**config.mk**
```make
export PLATFORM = sky130hd
export DESIGN_NAME = core_sequencer
export DESIGN_NICKNAME = d
export VERILOG_FILES = /design/src/rtl/core_pkg.sv /design/src/rtl/core_sequencer.sv
export SDC_FILE = /design/constraint.sdc
export NUM_CORES = 1
export LEC_CHECK = 0
export CORE_MARGIN = 2
export CORE_UTILIZATION = 28
export CTS_CLUSTER_SIZE = 14
export DETAILED_ROUTE_END_ITERATION = 8
export PLACE_DENSITY_LB_ADDON = 0.3
export SLEW_MARGIN = 20
export SYNTH_ARGS = -nofsm -noshare
export SYNTH_HDL_FRONTEND = slang
export SYNTH_SLANG_ARGS = --single-unit
```
**constraint.sdc**
```tcl
create_clock -name clk -period 1.8 [get_ports clk]
set_input_delay 0.36 -clock clk [delete_from_list [all_inputs] [get_ports clk]]
set_output_delay 0.36 -clock clk [all_outputs]
set_load 0.03 [all_outputs]
```
**src/rtl/core_pkg.sv**
```systemverilog
// Shared definitions for the core sequencer: FSM states, address width and
// bit positions of the 17-bit core instruction word.
package core_pkg;
    localparam int aw     = 4;
    localparam int INST_W = 17;

    localparam int OFIFO_RD_B = 16;
    localparam int QK_ADD_LSB = 12;
    localparam int P_ADD_LSB  = 8;
    localparam int EXECUTE_B  = 7;
    localparam int LOAD_B     = 6;
    localparam int QMEM_RD_B  = 5;
    localparam int QMEM_WR_B  = 4;
    localparam int KMEM_RD_B  = 3;
    localparam int KMEM_WR_B  = 2;
    localparam int PMEM_RD_B  = 1;
    localparam int PMEM_WR_B  = 0;

    typedef enum logic [2:0] {
        IDLE, WR_Q, WR_K, LOAD, LGAP, EXEC, DRAIN
    } seq_state_e;
endpackage

```
**src/rtl/core_sequencer.sv**
```systemverilog
// Attention-pass sequencer: writes Q/K, preloads K, executes Q rows, drains ofifo to pmem.
// inst is registered (one cycle after each beat); host stalls and empty ofifo insert zero words.
module core_sequencer #(
    parameter int col   = 8,
    parameter int bw    = 8,
    parameter int max_q = 16,
    parameter int aw    = core_pkg::aw
) (
    input  logic          clk,
    input  logic          reset,
    input  logic          start,
    input  logic [aw-1:0] n_q,
    input  logic          in_valid,
    output logic          in_ready,
    input  logic          ofifo_valid,
    output logic [16:0]   inst,
    output logic          busy,
    output logic          done
);
    import core_pkg::*;

    localparam logic [aw-1:0] COL_LAST   = aw'(col - 1);
    localparam logic [aw-1:0] Q_LAST_MAX = aw'((bw > 0) ? max_q - 1 : 0);

    seq_state_e        state_q, state_d;
    logic [aw-1:0]     cnt_q, cnt_d;
    logic [aw-1:0]     pcnt_q, pcnt_d;
    logic [aw-1:0]     nq_q, nq_d;
    logic [INST_W-1:0] inst_q, inst_d;
    logic              done_q, done_d;

    always_ff @(posedge clk or posedge reset) begin
        if (reset) begin
            state_q <= IDLE;
            cnt_q   <= '0;
            pcnt_q  <= '0;
            nq_q    <= '0;
            inst_q  <= '0;
            done_q  <= 1'b0;
        end else begin
            state_q <= state_d;
            cnt_q   <= cnt_d;
            pcnt_q  <= pcnt_d;
            nq_q    <= nq_d;
            inst_q  <= inst_d;
            done_q  <= done_d;
        end
    end

    always_comb begin
        state_d = state_q;
        cnt_d   = cnt_q;
        pcnt_d  = pcnt_q;
        nq_d    = nq_q;
        done_d  = 1'b0;
        unique case (state_q)
            IDLE: begin
                if (start) begin
                    state_d = WR_Q;
                    nq_d    = (n_q > Q_LAST_MAX) ? Q_LAST_MAX : n_q;
                    cnt_d   = '0;
                    pcnt_d  = '0;
                end
            end
            WR_Q: begin
                if (in_valid) begin
                    if (cnt_q == nq_q) begin
                        cnt_d   = '0;
                        state_d = WR_K;
                    end else begin
                        cnt_d = cnt_q + aw'(1);
                    end
                end
            end
            WR_K: begin
                if (in_valid) begin
                    if (cnt_q == COL_LAST) begin
                        cnt_d   = '0;
                        state_d = LOAD;
                    end else begin
                        cnt_d = cnt_q + aw'(1);
                    end
                end
            end
            LOAD: begin
                if (cnt_q == COL_LAST) begin
                    cnt_d   = '0;
                    state_d = LGAP;
                end else begin
                    cnt_d = cnt_q + aw'(1);
                end
            end
            LGAP: state_d = EXEC;
            EXEC: begin
                if (cnt_q == nq_q) begin
                    cnt_d   = '0;
                    state_d = DRAIN;
                end else begin
                    cnt_d = cnt_q + aw'(1);
                end
            end
            DRAIN: begin
                if (ofifo_valid) begin
                    if (pcnt_q == nq_q) begin
                        state_d = IDLE;
                        done_d  = 1'b1;
                    end else begin
                        pcnt_d = pcnt_q + aw'(1);
                    end
                end
            end
            default: state_d = IDLE;
        endcase
    end

    // inst_d is the word for the beat taken at the coming edge; it appears one cycle later.
    always_comb begin
        in_ready = (state_q == WR_Q) || (state_q == WR_K);
        busy     = (state_q != IDLE);
        inst_d   = '0;
        unique case (state_q)
            WR_Q: if (in_valid) begin
                inst_d[QMEM_WR_B]            = 1'b1;
                inst_d[QK_ADD_LSB +: aw]     = cnt_q;
            end
            WR_K: if (in_valid) begin
                inst_d[KMEM_WR_B]            = 1'b1;
                inst_d[QK_ADD_LSB +: aw]     = cnt_q;
            end
            LOAD: begin
                inst_d[KMEM_RD_B]            = 1'b1;
                inst_d[LOAD_B]               = 1'b1;
                inst_d[QK_ADD_LSB +: aw]     = cnt_q;
            end
            EXEC: begin
                inst_d[QMEM_RD_B]            = 1'b1;
                inst_d[EXECUTE_B]            = 1'b1;
                inst_d[QK_ADD_LSB +: aw]     = cnt_q;
            end
            DRAIN: if (ofifo_valid) begin
                inst_d[OFIFO_RD_B]           = 1'b1;
                inst_d[PMEM_WR_B]            = 1'b1;
                inst_d[P_ADD_LSB +: aw]      = pcnt_q;
            end
            default: ;
        endcase
        inst_d[PMEM_RD_B] = 1'b0;
    end

    assign inst = inst_q;
    assign done = done_q;
endmodule

```
* Yosys cells after proc, flatten, opt, wreduce, memory -nomap -nowiden
Index checks and enable logic that the tools add are counted.
** Operators by class
- $mul :: 0
- Bitwise gates (word level) :: 0
- Div/mod/pow operators :: 0
- Reduce and logical (&&, ||, !) cells :: 11
- $lt $le $gt $ge :: 1
- Equal/unequal tests :: 19
- Shift operators :: 0
- Add/sub/neg operators :: 2
- Muxes and demuxes :: 34
** Operator list (number)
- $mux 4 :: 11
- $mux 3 :: 9
- $pmux 3 s7 :: 1
- $ne 2x2->1 const B :: 10
- $pmux 4 s5 :: 1
- $pmux 4 s2 :: 2
- $mux 1 :: 10
- $eq 3x3->1 const B :: 3
- $reduce_and 9->1 :: 1
- $add 4x1->4 const B :: 2
- $eq 4x4->1 :: 2
- $reduce_and 4->1 :: 2
- $eq 3x2->1 const B :: 2
- $reduce_bool 5->1 :: 1
- $eq 4x3->1 const B :: 1
- $gt 4x4->1 const B :: 1
- $reduce_or 2->1 :: 2
- $eq 3x1->1 const B :: 1
- $logic_not 3->1 :: 1
- $reduce_bool 3->1 :: 1
- $reduce_and 2->1 :: 1
- $reduce_bool 2->1 :: 1
- $logic_or 1x1->1 :: 1
** Word-level totals
- Bits of input ports :: 9
- Bits in registers :: 32
- Bits in writable memories :: 0
- Word-level logic and storage cells :: 73
- Memories :: 0
- Bits in read-only memories :: 0
- Latch bits :: 0

* Depth between registers and ports, before layout
- Depth in word-level cells :: 4
- Gate-level depth with buffers :: 6
- Gate-level depth less buffers :: 6

* Least setup slack after synthesis
OpenSTA, ideal clock, no wires.
- Kind :: register -> register
- Start point :: register cnt_q[3]
- End point :: register state_q[0]
- Stages on the path, launching flop included :: 6
- Setup time :: 0.128 ns
- Clock period less this slack :: 1.808 ns
- Arrival :: 1.680 ns
- Path slack :: -0.008 ns
- Cell sequence :: dfrtp_1 -> xor2_1 -> o41ai_2 -> nand2_2 -> nor3_2 -> mux2_1
** Between the ends
- Longest elaborated chain between the ends :: 3
- Elaborated cells between the ends (all ways) :: 7
- Those cells by class :: 6 x eq/ne; 1 x reduce/logical
** RTL lines
- start: declaration :: line core_sequencer.sv:26 : logic [aw-1:0] cnt_q, cnt_d;
- start signal: assignment :: line core_sequencer.sv:42 : cnt_q <= cnt_d;
- $eq 4x4->1 / $eq 4x3->1 (equally long branches)
- $ne 2x2->1 (no line)
- $reduce_and 9->1 (no line) (*)
- end signal: assignment :: line core_sequencer.sv:41 : state_q <= state_d;
- end: declaration :: line core_sequencer.sv:25 : seq_state_e state_q, state_d;
Mark *: on every way between the ends. The rest lies on a longest branch, timed or not.
A chain may end at the register's enable or synchronous reset.

* Final worst setup path
- Start point :: register state_q[2]
- End point :: output port busy
** Between the ends
- Longest elaborated chain between the ends :: 1
** RTL lines
- $reduce_bool 3->1 :: line core_sequencer.sv:119 : busy = (state_q != IDLE);
- end: declaration :: line core_sequencer.sv:17 : output logic busy,
No other way between the ends.

==> flow_summary.html <==
<table>
<tr><th>Metric</th><th>Value</th></tr>
<tr><th colspan="2">Power and ir drop</th></tr>
<tr><td>Clock network fraction of design power</td><td>0.167</td></tr>
<tr><td>Share of power burned in registers</td><td>0.294</td></tr>
<tr><td>Switching power total</td><td>1270 uW</td></tr>
<tr><td>Peak supply drop</td><td>0.000558 V</td></tr>
<tr><td>Comb pwr share</td><td>0.539</td></tr>
<tr><td>P_leak</td><td>0.000922 uW</td></tr>
<tr><td>PD cells</td><td>1570 nW/um^2</td></tr>
<tr><td>Internal power</td><td>1920 uW</td></tr>
<tr><td>Share of total power consumed by net switching</td><td>0.398</td></tr>
<tr><th colspan="2">Placed design</th></tr>
<tr><td>Hpwl dp</td><td>2380 um</td></tr>
<tr><td>Number of buffers added on ports</td><td>27</td></tr>
<tr><td>RePlAce Congestion</td><td>0.821</td></tr>
<tr><td>Post-detailed-placement cell area</td><td>1910 sq um</td></tr>
<tr><th colspan="2">Floorplanning</th></tr>
<tr><td>Initial core utilization</td><td>0.291</td></tr>
<tr><td>Area inside the core boundary</td><td>5110 sq um</td></tr>
<tr><td>Die span in y</td><td>76.9 um</td></tr>
<tr><td>I/O Pins</td><td>29</td></tr>
<tr><td>Die area</td><td>5910 sq um</td></tr>
<tr><td>Site Rows</td><td>26</td></tr>
<tr><td>Die width</td><td>76.9 um</td></tr>
<tr><th colspan="2">GRT</th></tr>
<tr><td>Total GRT Usage</td><td>0.127</td></tr>
<tr><td>First-pass GRT wire length</td><td>5820 um</td></tr>
<tr><td>Number of global-route vias before repair</td><td>1216</td></tr>
<tr><td>Remaining global-route overflow</td><td>0</td></tr>
<tr><td>Largest net degree at the start of global routing</td><td>30</td></tr>
<tr><td>Number of antenna violations at the first check in global routing</td><td>0</td></tr>
<tr><th colspan="2">Timing</th></tr>
<tr><td>Worst-case hold slack</td><td>469 ps</td></tr>
<tr><td>Final min period</td><td>1750 ps</td></tr>
<tr><td>Unrepaired setup endpoints after global routing</td><td>true</td></tr>
<tr><td>Max Freq</td><td>573 MHz</td></tr>
<tr><td>Final max-slew violation count</td><td>0</td></tr>
<tr><td>Final worst clock skew</td><td>3.03 ps</td></tr>
<tr><td>Setup TNS after final layout</td><td>0 ps</td></tr>
<tr><td>Final hold violation count</td><td>0</td></tr>
<tr><td>Portion of the clock cycle consumed by the worst path in the final layout</td><td>0.969</td></tr>
<tr><td>Final Setup Violations</td><td>0</td></tr>
<tr><th colspan="2">Min path</th></tr>
<tr><td>Hold Path Class</td><td>in2async</td></tr>
<tr><th colspan="2">Synth</th></tr>
<tr><td>EDFF count, synth</td><td>0</td></tr>
<tr><td>Share of flip-flops with an asynchronous set or reset</td><td>1.00</td></tr>
<tr><td>Register bit count reported by yosys</td><td>29</td></tr>
<tr><td>Post-synthesis simple-gate area fraction</td><td>0.209</td></tr>
<tr><td>Number of cells produced by synthesis</td><td>139</td></tr>
<tr><td>Combinational family with the most area after synthesis</td><td>simple AND/OR/NAND/NOR gates</td></tr>
<tr><td>Adder and majority cell fraction of the synthesized area</td><td>0.0168</td></tr>
<tr><td>Post-synthesis xor/xnor area fraction</td><td>0.0530</td></tr>
<tr><td>Syn_area_per_cell</td><td>10.7 sq um</td></tr>
<tr><td>Compound-Gate Fraction of Synth Area</td><td>0.130</td></tr>
<tr><td>Total nets after synthesis</td><td>150</td></tr>
<tr><td>Post-Syn Area</td><td>1490 sq um</td></tr>
<tr><td>Synthesis Warnings</td><td>0</td></tr>
<tr><td>Share of cell area taken by muxes after synthesis</td><td>0.0378</td></tr>
<tr><td>Sequential fraction of the synthesis area</td><td>0.488</td></tr>
<tr><td>Count of cell types in the netlist</td><td>41</td></tr>
<tr><td>Main synth FF type</td><td>sky130_fd_sc_hd__dfrtp_1</td></tr>
<tr><th colspan="2">Routing</th></tr>
<tr><td>DR pass1 iterations</td><td>4</td></tr>
<tr><td>DRC violations left</td><td>0</td></tr>
<tr><td>Metal1 wirelength</td><td>1400 um</td></tr>
<tr><td>Antenna-violating nets left</td><td>0</td></tr>
<tr><td>Number of vias per cell after detailed routing</td><td>4.47</td></tr>
<tr><td>Top Layer Used</td><td>met4</td></tr>
<tr><td>Post-Route WL</td><td>3210 um</td></tr>
<tr><td>Number of design-rule violations left by the first detailed-router iteration</td><td>39</td></tr>
<tr><td>Via count</td><td>1139</td></tr>
<tr><td>Routed WL per cell</td><td>12.6 um</td></tr>
<tr><td>Length of routed met3 wiring</td><td>123 um</td></tr>
<tr><td>Met2 routed wirelength</td><td>1610 um</td></tr>
<tr><th colspan="2">Clocking</th></tr>
<tr><td>Clock tree buffer depth</td><td>2</td></tr>
<tr><td>Total clock buffers created by CTS</td><td>5</td></tr>
<tr><td>Maximum level of the CTS H-tree</td><td>2</td></tr>
<tr><td>Clock input transition at the sequential cells of the worst setup and hold paths</td><td>60 ps</td></tr>
<tr><td>Number of sinks handled by clock tree synthesis</td><td>29</td></tr>
<tr><td>Clk Latency, worst-skew pair</td><td>280 ps</td></tr>
<tr><td>Clk Tree Root Cell</td><td>sky130_fd_sc_hd__clkbuf_8</td></tr>
<tr><td>TritonCTS clock tree</td><td>yes</td></tr>
<tr><th colspan="2">Run</th></tr>
<tr><td>Maximum Capacitance Violations</td><td>0</td></tr>
<tr><th colspan="2">Worst setup path</th></tr>
<tr><td>End point of the critical path</td><td>busy</td></tr>
<tr><td>R2R Setup Slk</td><td>50 ps</td></tr>
<tr><td>Critical register-to-register path endpoint</td><td>state_q[0]</td></tr>
<tr><td>Arrival time of the worst setup path</td><td>1390 ps</td></tr>
<tr><td>Kind of launch point of the worst setup path</td><td>flip-flop</td></tr>
<tr><td>Length in cells of the worst reg-to-reg path</td><td>5</td></tr>
<tr><td>CP Max Fanout</td><td>2</td></tr>
<tr><td>Crit path kind</td><td>reg2out</td></tr>
<tr><td>Critical R2R Launch</td><td>cnt_q[3]</td></tr>
<tr><td>Worst setup path start</td><td>state_q[2]</td></tr>
<tr><td>Worst setup EP type</td><td>output port</td></tr>
<tr><td>CP required</td><td>1440 ps</td></tr>
<tr><th colspan="2">Run status</th></tr>
<tr><td>Outcome</td><td>complete, no violations</td></tr>
<tr><th colspan="2">Finish</th></tr>
<tr><td>Post-route cell area</td><td>2030 sq um</td></tr>
<tr><td>Commonest cells after routing, fill and taps aside</td><td>sky130_fd_sc_hd__dfrtp_1 (28), sky130_fd_sc_hd__clkdlybuf4s50_1 (25), sky130_fd_sc_hd__buf_4 (21)</td></tr>
<tr><td>Fraction of final layout cells sized beyond drive strength 1</td><td>0.238</td></tr>
<tr><td>Area Growth Syn to Fin</td><td>36.2%</td></tr>
<tr><td>Antenna Diode Count</td><td>0</td></tr>
<tr><td>Most common cell after layout, fill and taps aside</td><td>sky130_fd_sc_hd__dfrtp_1</td></tr>
<tr><td>Final Net Count</td><td>196</td></tr>
</table>
## worst min path at each step
stage / startpoint / to / depth (start not counted) / slack, ps
2_1_floorplan: reset / cnt_q[0] / 1 / 440
3_3_place_gp: pcnt_q[3] / inst[11] / 1 / 530
3_5_place_dp: pcnt_q[0] / inst[8] / 1 / 550
4_1_cts: reset / nq_q[1] / 3 / 480
5_1_grt: reset / nq_q[1] / 3 / 500
6_report: reset / inst[11] / 3 / 470
## what timing repair did
| action | in CTS | in global routing |
|---|---|---|
| buffers inserted | 0 | 1 |
| pin swaps | 0 | 2 |
| endpoints found under the setup margin | 3 | 6 |
| hold endpoints to repair | 0 | 0 |
| resized for setup | 2 | 7 |
| hold buffers | 0 | 0 |
## flip-flops by register name (all words and copies together), names as in the netlist
register / cells
cnt_q: 4
done: 1
inst: 13
nq_q: 4
pcnt_q: 4
state_q: 3
## per-layer routing
layer,up-vias,track usage
met5,-,0
met4,0,0.0764
met3,5,0.0447
met2,23,0.208
met1,545,0.142
li1,566,-
## metrics by stage
step	power, uW	worst slack [ps]	utilization	cells
detailed placement	2590	-341	0.373	247
global placement	2550	-275	0.373	247
floorplan	2040	31.5	-	139
global route	3450	-26.9	0.397	255
CTS	3140	8.33	0.391	254
finish	3180	55.0	0.397	255
## power groups by stage
stage	clock [uW]	sequential [uW]	combinational, uW
global route	596	963	1890
floorplan	0	1030	1010
finish	531	937	1720
detailed placement	0	953	1630
global placement	0	945	1610
CTS	557	942	1640
## worst max-delay path: stages (launching register included)
cell and delay [ps]:
sky130_fd_sc_hd__dfrtp_1 370, sky130_fd_sc_hd__or3_1 390, sky130_fd_sc_hd__clkdlybuf4s15_1 350
## cells in the mapped netlist, types with 2 or more instances
cell	number	area share
sky130_fd_sc_hd__o21ai_1	2	0.0067
sky130_fd_sc_hd__a211oi_1	2	0.010
sky130_fd_sc_hd__nand2_1	8	0.020
sky130_fd_sc_hd__or3_1	2	0.0084
sky130_fd_sc_hd__and2b_2	2	0.012
sky130_fd_sc_hd__and2_1	11	0.046
sky130_fd_sc_hd__a21oi_1	8	0.027
sky130_fd_sc_hd__a21o_1	2	0.010
sky130_fd_sc_hd__clkbuf_8	3	0.028
sky130_fd_sc_hd__inv_1	4	0.010
sky130_fd_sc_hd__dfrtp_1	29	0.49
sky130_fd_sc_hd__nor2b_1	4	0.017
sky130_fd_sc_hd__nor2_1	7	0.018
sky130_fd_sc_hd__nand3b_1	3	0.015
sky130_fd_sc_hd__xor2_1	8	0.047
sky130_fd_sc_hd__buf_4	5	0.025
sky130_fd_sc_hd__ha_1	2	0.017
sky130_fd_sc_hd__o2bb2ai_1	3	0.018
sky130_fd_sc_hd__o21ai_0	5	0.017
sky130_fd_sc_hd__nand3_1	3	0.010
sky130_fd_sc_hd__a31oi_1	3	0.013
sky130_fd_sc_hd__mux2_2	4	0.030
## layout make-up
type / count / area, sq um
Sequential cell: 29 / 727
Timing Repair Buffer: 47 / 418
Inverter: 4 / 15.0
Clock buffer: 7 / 86.3
Tap cell: 70 / 87.6
Multi-Input combinational cell: 98 / 692
Fill cell: 509 / 3080
## cells by family (layout without fill, tap and decap cells)
logic type	count (synthesis)	after routing
AO/OA/AOI/OAI	29	29
flip-flops	29	29
multiplexers	5	5
buffers and inverters	12	58
XOR/XNOR	9	9
adder cells (fa/ha/maj)	2	2
other	1	1
AND/OR/NAND/NOR	52	52
Power figures use the tool's default switching activity.
